## config.mk

```make
export PLATFORM = sky130hd
export DESIGN_NAME = game_step_scheduler
export DESIGN_NICKNAME = d
export VERILOG_FILES = /design/src/rtl/game_step_scheduler.sv
export SDC_FILE = /design/constraint.sdc
export NUM_CORES = 1
export LEC_CHECK = 0
export ABC_AREA = 1
export CORE_UTILIZATION = 47
export CTS_BUF_LIST = sky130_fd_sc_hd__clkbuf_2
export DETAILED_ROUTE_END_ITERATION = 8
export GPL_TIMING_DRIVEN = 0
export PLACE_DENSITY = 0.89
export REMOVE_ABC_BUFFERS = 1
export SYNTH_ARGS = -nofsm -noshare
export SYNTH_HDL_FRONTEND = slang
export SYNTH_SLANG_ARGS = --single-unit
```

## constraint.sdc

```tcl
create_clock -name iClock -period 1.35 [get_ports iClock]
set_input_delay 0.27 -clock iClock [delete_from_list [all_inputs] [get_ports iClock]]
set_output_delay 0.27 -clock iClock [all_outputs]
set_load 0.01 [all_outputs]
```

## src/rtl/game_step_scheduler.sv

```systemverilog
// Snake game step sequencer: IDLE -> WAIT_TICK -> MOVE -> CHECK -> DRAW, with score, speed level and overrun tracking.
// Latency: iTick to oMove is 1 cycle. Strobes are decoded from the state register only.
// Backpressure: DRAW holds until iDrawDone (or DRAW_TIMEOUT cycles when SCHED_TIMEOUT_EN is defined); late ticks are dropped and flagged.
module game_step_scheduler #(
    parameter int FOOD_PER_LEVEL = 4,
    parameter int DRAW_TIMEOUT   = 1023
) (
    input  logic       iClock,
    input  logic       iReset,
    input  logic       iTick,
    input  logic       iStart,
    input  logic       iPause,
    input  logic       iCollision,
    input  logic       iFoodEaten,
    input  logic       iDrawDone,
    output logic [1:0] oSpeed,
    output logic       oMove,
    output logic       oCheck,
    output logic       oDraw,
    output logic [7:0] oScore,
    output logic       oRunning,
    output logic       oGameOver,
    output logic       oOverrun,
    output logic       oFault
);

    localparam logic [2:0] S_IDLE      = 3'd0;
    localparam logic [2:0] S_WAIT_TICK = 3'd1;
    localparam logic [2:0] S_MOVE      = 3'd2;
    localparam logic [2:0] S_CHECK     = 3'd3;
    localparam logic [2:0] S_DRAW      = 3'd4;
    localparam logic [2:0] S_OVER      = 3'd5;

    localparam logic [3:0] LEVEL_LAST = 4'(FOOD_PER_LEVEL - 1);

    generate
        if (FOOD_PER_LEVEL < 1 || FOOD_PER_LEVEL > 15 ||
            DRAW_TIMEOUT < 1 || DRAW_TIMEOUT > 1023) begin : g_param_check
            $error("game_step_scheduler: parameter out of range");
        end
    endgenerate

    logic [2:0] state_q,   state_d;
    logic [7:0] score_q,   score_d;
    logic [1:0] speed_q,   speed_d;
    logic [3:0] level_q,   level_d;
    logic       overrun_q, overrun_d;

`ifdef SCHED_TIMEOUT_EN
    localparam logic [9:0] TMO_LAST = 10'(DRAW_TIMEOUT - 1);
    logic [9:0] tmo_q,   tmo_d;
    logic       fault_q, fault_d;
`endif

    always_comb begin
        state_d   = state_q;
        score_d   = score_q;
        speed_d   = speed_q;
        level_d   = level_q;
        overrun_d = overrun_q;
`ifdef SCHED_TIMEOUT_EN
        tmo_d     = '0;
        fault_d   = fault_q;
`endif
        case (state_q)
            S_IDLE: begin
                if (iStart) begin
                    state_d   = S_WAIT_TICK;
                    score_d   = '0;
                    speed_d   = '0;
                    level_d   = '0;
                    overrun_d = 1'b0;
`ifdef SCHED_TIMEOUT_EN
                    fault_d   = 1'b0;
`endif
                end
            end
            S_WAIT_TICK: begin
                if (iTick && !iPause) state_d = S_MOVE;
            end
            S_MOVE: begin
                if (iTick && !iPause) overrun_d = 1'b1;
                state_d = S_CHECK;
            end
            S_CHECK: begin
                if (iTick && !iPause) overrun_d = 1'b1;
                if (iCollision) begin
                    state_d = S_OVER;
                end else begin
                    state_d = S_DRAW;
                    if (iFoodEaten) begin
                        if (score_q != 8'hFF) score_d = score_q + 8'd1;
                        // Speed only moves here so the divider sees one value per whole step.
                        if (level_q == LEVEL_LAST) begin
                            level_d = '0;
                            if (speed_q != 2'd3) speed_d = speed_q + 2'd1;
                        end else begin
                            level_d = level_q + 4'd1;
                        end
                    end
                end
            end
            S_DRAW: begin
                if (iTick && !iPause) overrun_d = 1'b1;
`ifdef SCHED_TIMEOUT_EN
                if (iDrawDone) begin
                    state_d = S_WAIT_TICK;
                end else if (tmo_q == TMO_LAST) begin
                    state_d = S_WAIT_TICK;
                    fault_d = 1'b1;
                end else begin
                    tmo_d = tmo_q + 10'd1;
                end
`else
                if (iDrawDone) state_d = S_WAIT_TICK;
`endif
            end
            S_OVER: begin
                if (iStart) state_d = S_IDLE;
            end
            default: state_d = S_IDLE;
        endcase
    end

    always_ff @(posedge iClock) begin
        if (!iReset) begin
            state_q   <= S_IDLE;
            score_q   <= '0;
            speed_q   <= '0;
            level_q   <= '0;
            overrun_q <= 1'b0;
        end else begin
            state_q   <= state_d;
            score_q   <= score_d;
            speed_q   <= speed_d;
            level_q   <= level_d;
            overrun_q <= overrun_d;
        end
    end

`ifdef SCHED_TIMEOUT_EN
    always_ff @(posedge iClock) begin
        if (!iReset) begin
            tmo_q   <= '0;
            fault_q <= 1'b0;
        end else begin
            tmo_q   <= tmo_d;
            fault_q <= fault_d;
        end
    end
    assign oFault = fault_q;
`else
    assign oFault = 1'b0;
`endif

    assign oMove     = (state_q == S_MOVE);
    assign oCheck    = (state_q == S_CHECK);
    assign oDraw     = (state_q == S_DRAW);
    assign oGameOver = (state_q == S_OVER);
    assign oRunning  = (state_q == S_WAIT_TICK) || (state_q == S_MOVE) ||
                       (state_q == S_CHECK) || (state_q == S_DRAW);
    assign oScore    = score_q;
    assign oSpeed    = speed_q;
    assign oOverrun  = overrun_q;

endmodule

```

==> run_results.csv <==
group,metric,value,unit
timing,timing.hold.ws,0.521,ns
outcome,failed_checks,"negative setup slack",
cts,clock_path_buffers,2,
logic_synthesis,syn-cell-area,1150,um2
cells_and_area,area.growth.synth_to_final,68.5,%
logic_synthesis,synthesis.instances,180,
worst_hold_path,worst_hold_path_type,"flip-flop to flip-flop",
placed_design,finalWeightedCongestion,0.902,
timing,setup_viol,23,
logic_synthesis,synth-seq-cells,18,
timing,final_period_minus_worst_setup_slack,1.60,ns
logic_synthesis,number_of_enable_flip_flop_cells_after_synthesis,0,
cells_and_area,finalInstanceArea,1950,um2
critical_path,crit_path_start,"state_q[1]$_SDFFE_PN0P_",
logic_synthesis,synthDistinctLibCells,23,
worst_hold_path,hp-start,"level_q[1]$_SDFFE_PN0P_",
global_route,grt_max_degree,11,
die,floorplan.io_pins,25,
detailed_routing,drt_wl_total,4770,um
global_route,grt_util_met3,0.0439,
timing,setup_total_negative_slack,-3.23,ns
die,die_y,51.6,um
global_route,grt.total_usage,0.305,
power,switching_share,0.423,
cts,clock-sinks,18,
global_route,grt_pass1_vias,1363,
logic_synthesis,synth_area_leaders,"sky130_fd_sc_hd__dfxtp_1 31%, sky130_fd_sc_hd__nand2_1 16%, sky130_fd_sc_hd__nor2_1 7.8%",
global_route,grt_most_used_layer,"met2",
power,pwr-share-seq,0.321,
logic_synthesis,yosysWarningCount,0,
global_route,global_route.usage.met1,0.342,
timing,worst_clock_skew,0.0213,ns
detailed_routing,drc,0,
die,fp-row-count,17,
cts,cts-root-buf,"sky130_fd_sc_hd__clkbuf_2",
detailed_routing,route.antenna.remaining_nets,0,
logic_synthesis,synthDominantCellAreaShare,0.312,
power,power_report.internal_total,1.14,mW
critical_path,crit_path_max_fanout,4,
logic_synthesis,syn_avg_cell_area,6.42,um2
cts,numCtsBuffers,3,
cts,tritoncts,"done",
placed_design,dpl_worst_slack,-0.642,ns
placed_design,dpl-instance-area,1390,um2
placed_design,io_buffers,23,
power,vdd.ir_drop.worst,803,uV
global_route,grt_antenna_before_repair,0,
cells_and_area,seq_area,393,um2
detailed_routing,routed_wire_length_per_instance,17.9,um
outcome,run_status,"finished, violations left",
timing,max_freq,624,MHz
job,max-cap-violations,0,
power,power.combinational.fraction,0.560,
cells_and_area,drive_gt1_frac,0.450,
detailed_routing,num_vias,1569,
placed_design,dpl.cell_count,227,
cts,clk-insertion-delay-late,0.31,ns
power,relative_contribution_of_the_clock_network_to_total_power,0.119,
timing,period_share,1.19,
detailed_routing,dr.first_iter.drc_count,80,
critical_path,critical_path.reg2reg.startpoint,"state_q[1]$_SDFFE_PN0P_",
cells_and_area,finalNonFillerCells,266,
cts,postCtsHoldBufs,0,
die,width_of_the_die,51.6,um
global_route,grt.met2_usage,0.584,
cells_and_area,fillers,131,
cts,cts.reportedPaths.clkPinSlew,0.19,ns
global_route,overflow,0,
detailed_routing,drtPass1Iterations,5,
logic_synthesis,yosys.cell_count.top_type,"sky130_fd_sc_hd__nand2_1",
cells_and_area,antenna-diode-count,0,
timing,hold_viol_final,0,
timing,slew_violations,0,
cts,htreeDepth,1,
timing,rsz0062_at_grt,"true",
cells_and_area,final_net_count,251,
critical_path,crit_arrival,1.33,ns
logic_synthesis,synth_async_sr_flop_share,0,
power,power_per_cell_area,1020,nW/um2
critical_path,end_kind,"primary output",
logic_synthesis,synth_area_leader_cell,"sky130_fd_sc_hd__dfxtp_1",
critical_path,worst-setup-path-type,"flip-flop to primary output",
logic_synthesis,synth-main-ff-cell,"sky130_fd_sc_hd__dfxtp_1",
critical_path,critPathRequiredTime,1.08,ns
cells_and_area,finish.utilization,0.863,
cells_and_area,area_of_combinational_cells_with_multiple_inputs,885,um2
power,power_leakage,0.891,nW
critical_path,worstSetupStartpointType,"flip-flop",
power,report.power.total,1.98,mW
timing,timing.final.ws_setup,-0.252,ns
logic_synthesis,synth.yosys.seq_area_share,0.312,
power,power.switching,838,uW
die,floorplan.die_area,2660,um2
global_route,first_pass_grt_wire_length,6100,um
logic_synthesis,synthTopCellsByCount,"50 x sky130_fd_sc_hd__nand2_1, 24 x sky130_fd_sc_hd__nor2_1, 22 x sky130_fd_sc_hd__inv_1, 18 x sky130_fd_sc_hd__dfxtp_1",
detailed_routing,routed_via_density,5.90,
die,effective_utilization_at_floorplan,0.512,
die,core-area,2250,um2
placed_design,hpwl,1820,um
## logic make-up (layout without fill, tap and decap cells)
group / after synthesis / count (layout) / synth area share
flip-flops: 18 / 18 / 0.312
adder cells (fa/ha/maj): 3 / 3 / 0.0325
XOR/XNOR: 2 / 2 / 0.0152
other: 1 / 1 / 0.00325
buffers and inverters: 28 / 85 / 0.103
AND/OR/NAND/NOR: 105 / 106 / 0.419
AO/OA/AOI/OAI: 23 / 23 / 0.115
## power groups by stage
| stage | Clock [mW] | Combinational, mW | Sequential, mW |
|---|---|---|---|
| final | 0.235 | 1.11 | 0.636 |
| after global routing | 0.257 | 1.18 | 0.637 |
| after CTS | 0.230 | 0.873 | 0.627 |
| after detailed placement | 0 | 0.581 | 0.647 |
| after global placement | 0 | 0.573 | 0.647 |
| after floorplan | 0 | 0.384 | 0.651 |
## sequential cells by signal, indices dropped and copies added, names as in the netlist
| register | cells |
|---|---|
| state_q | 3 |
| level_q | 4 |
| oSpeed | 2 |
| oOverrun | 1 |
| oScore | 8 |
## layer usage
metal  wire length, um  vias up
li1                  -      703
met1              1680      722
met2              2350      109
met3               406       35
met4               330        0
met5                 0        -
## layout by cell type, fill, tap and decap left out, drive strengths merged
master         synthesis  layout
nand2                 51      51
buf                    4      39
nor2                  26      26
inv                   24      23
dfxtp                 18      18
nand3                 16      16
a21oi                 13      13
dlygate4sd2            0      11
nand4                  8       9
o21ai                  9       9
clkdlybuf4s50          0       7
nor3                   4       4
ha                     3       3
clkbuf                 0       3
xor2                   2       2
clkinv                 0       1
o21bai                 1       1
conb                   1       1
clkdlybuf4s15          0       1
## final timing paths
path	endpoint	cells after the start	slack, ns
setup / recovery	oRunning	7	-0.25
hold / removal	level_q[1]$_SDFFE_PN0P_	2	0.52
setup reg to reg	oScore[0]$_SDFFE_PN0P_	9	-0.24
hold reg to reg	level_q[1]$_SDFFE_PN0P_	2	0.52
## critical path: stages (launching register included)
cell                      delay (ns)
sky130_fd_sc_hd__dfxtp_4        0.41
sky130_fd_sc_hd__buf_6          0.14
sky130_fd_sc_hd__inv_4          0.07
sky130_fd_sc_hd__nand3_2        0.08
sky130_fd_sc_hd__o21ai_2        0.08
sky130_fd_sc_hd__inv_2          0.06
sky130_fd_sc_hd__nand3_1        0.06
sky130_fd_sc_hd__buf_2          0.13
## layout make-up
type | count | share of cell area
clock buffer | 3 | 0.00772
inverter | 24 | 0.0566
multi-input combinational | 135 | 0.455
sequential | 18 | 0.202
tap | 28 | 0.0180
timing repair buffer | 58 | 0.261
## repair_timing
item,CTS,global route
pin swaps,9,17
buffers inserted,30,5
gates resized for setup,87,30
endpoints found under the setup margin,32,23
gates cloned,1,0
Power figures use the tool's default switching activity.
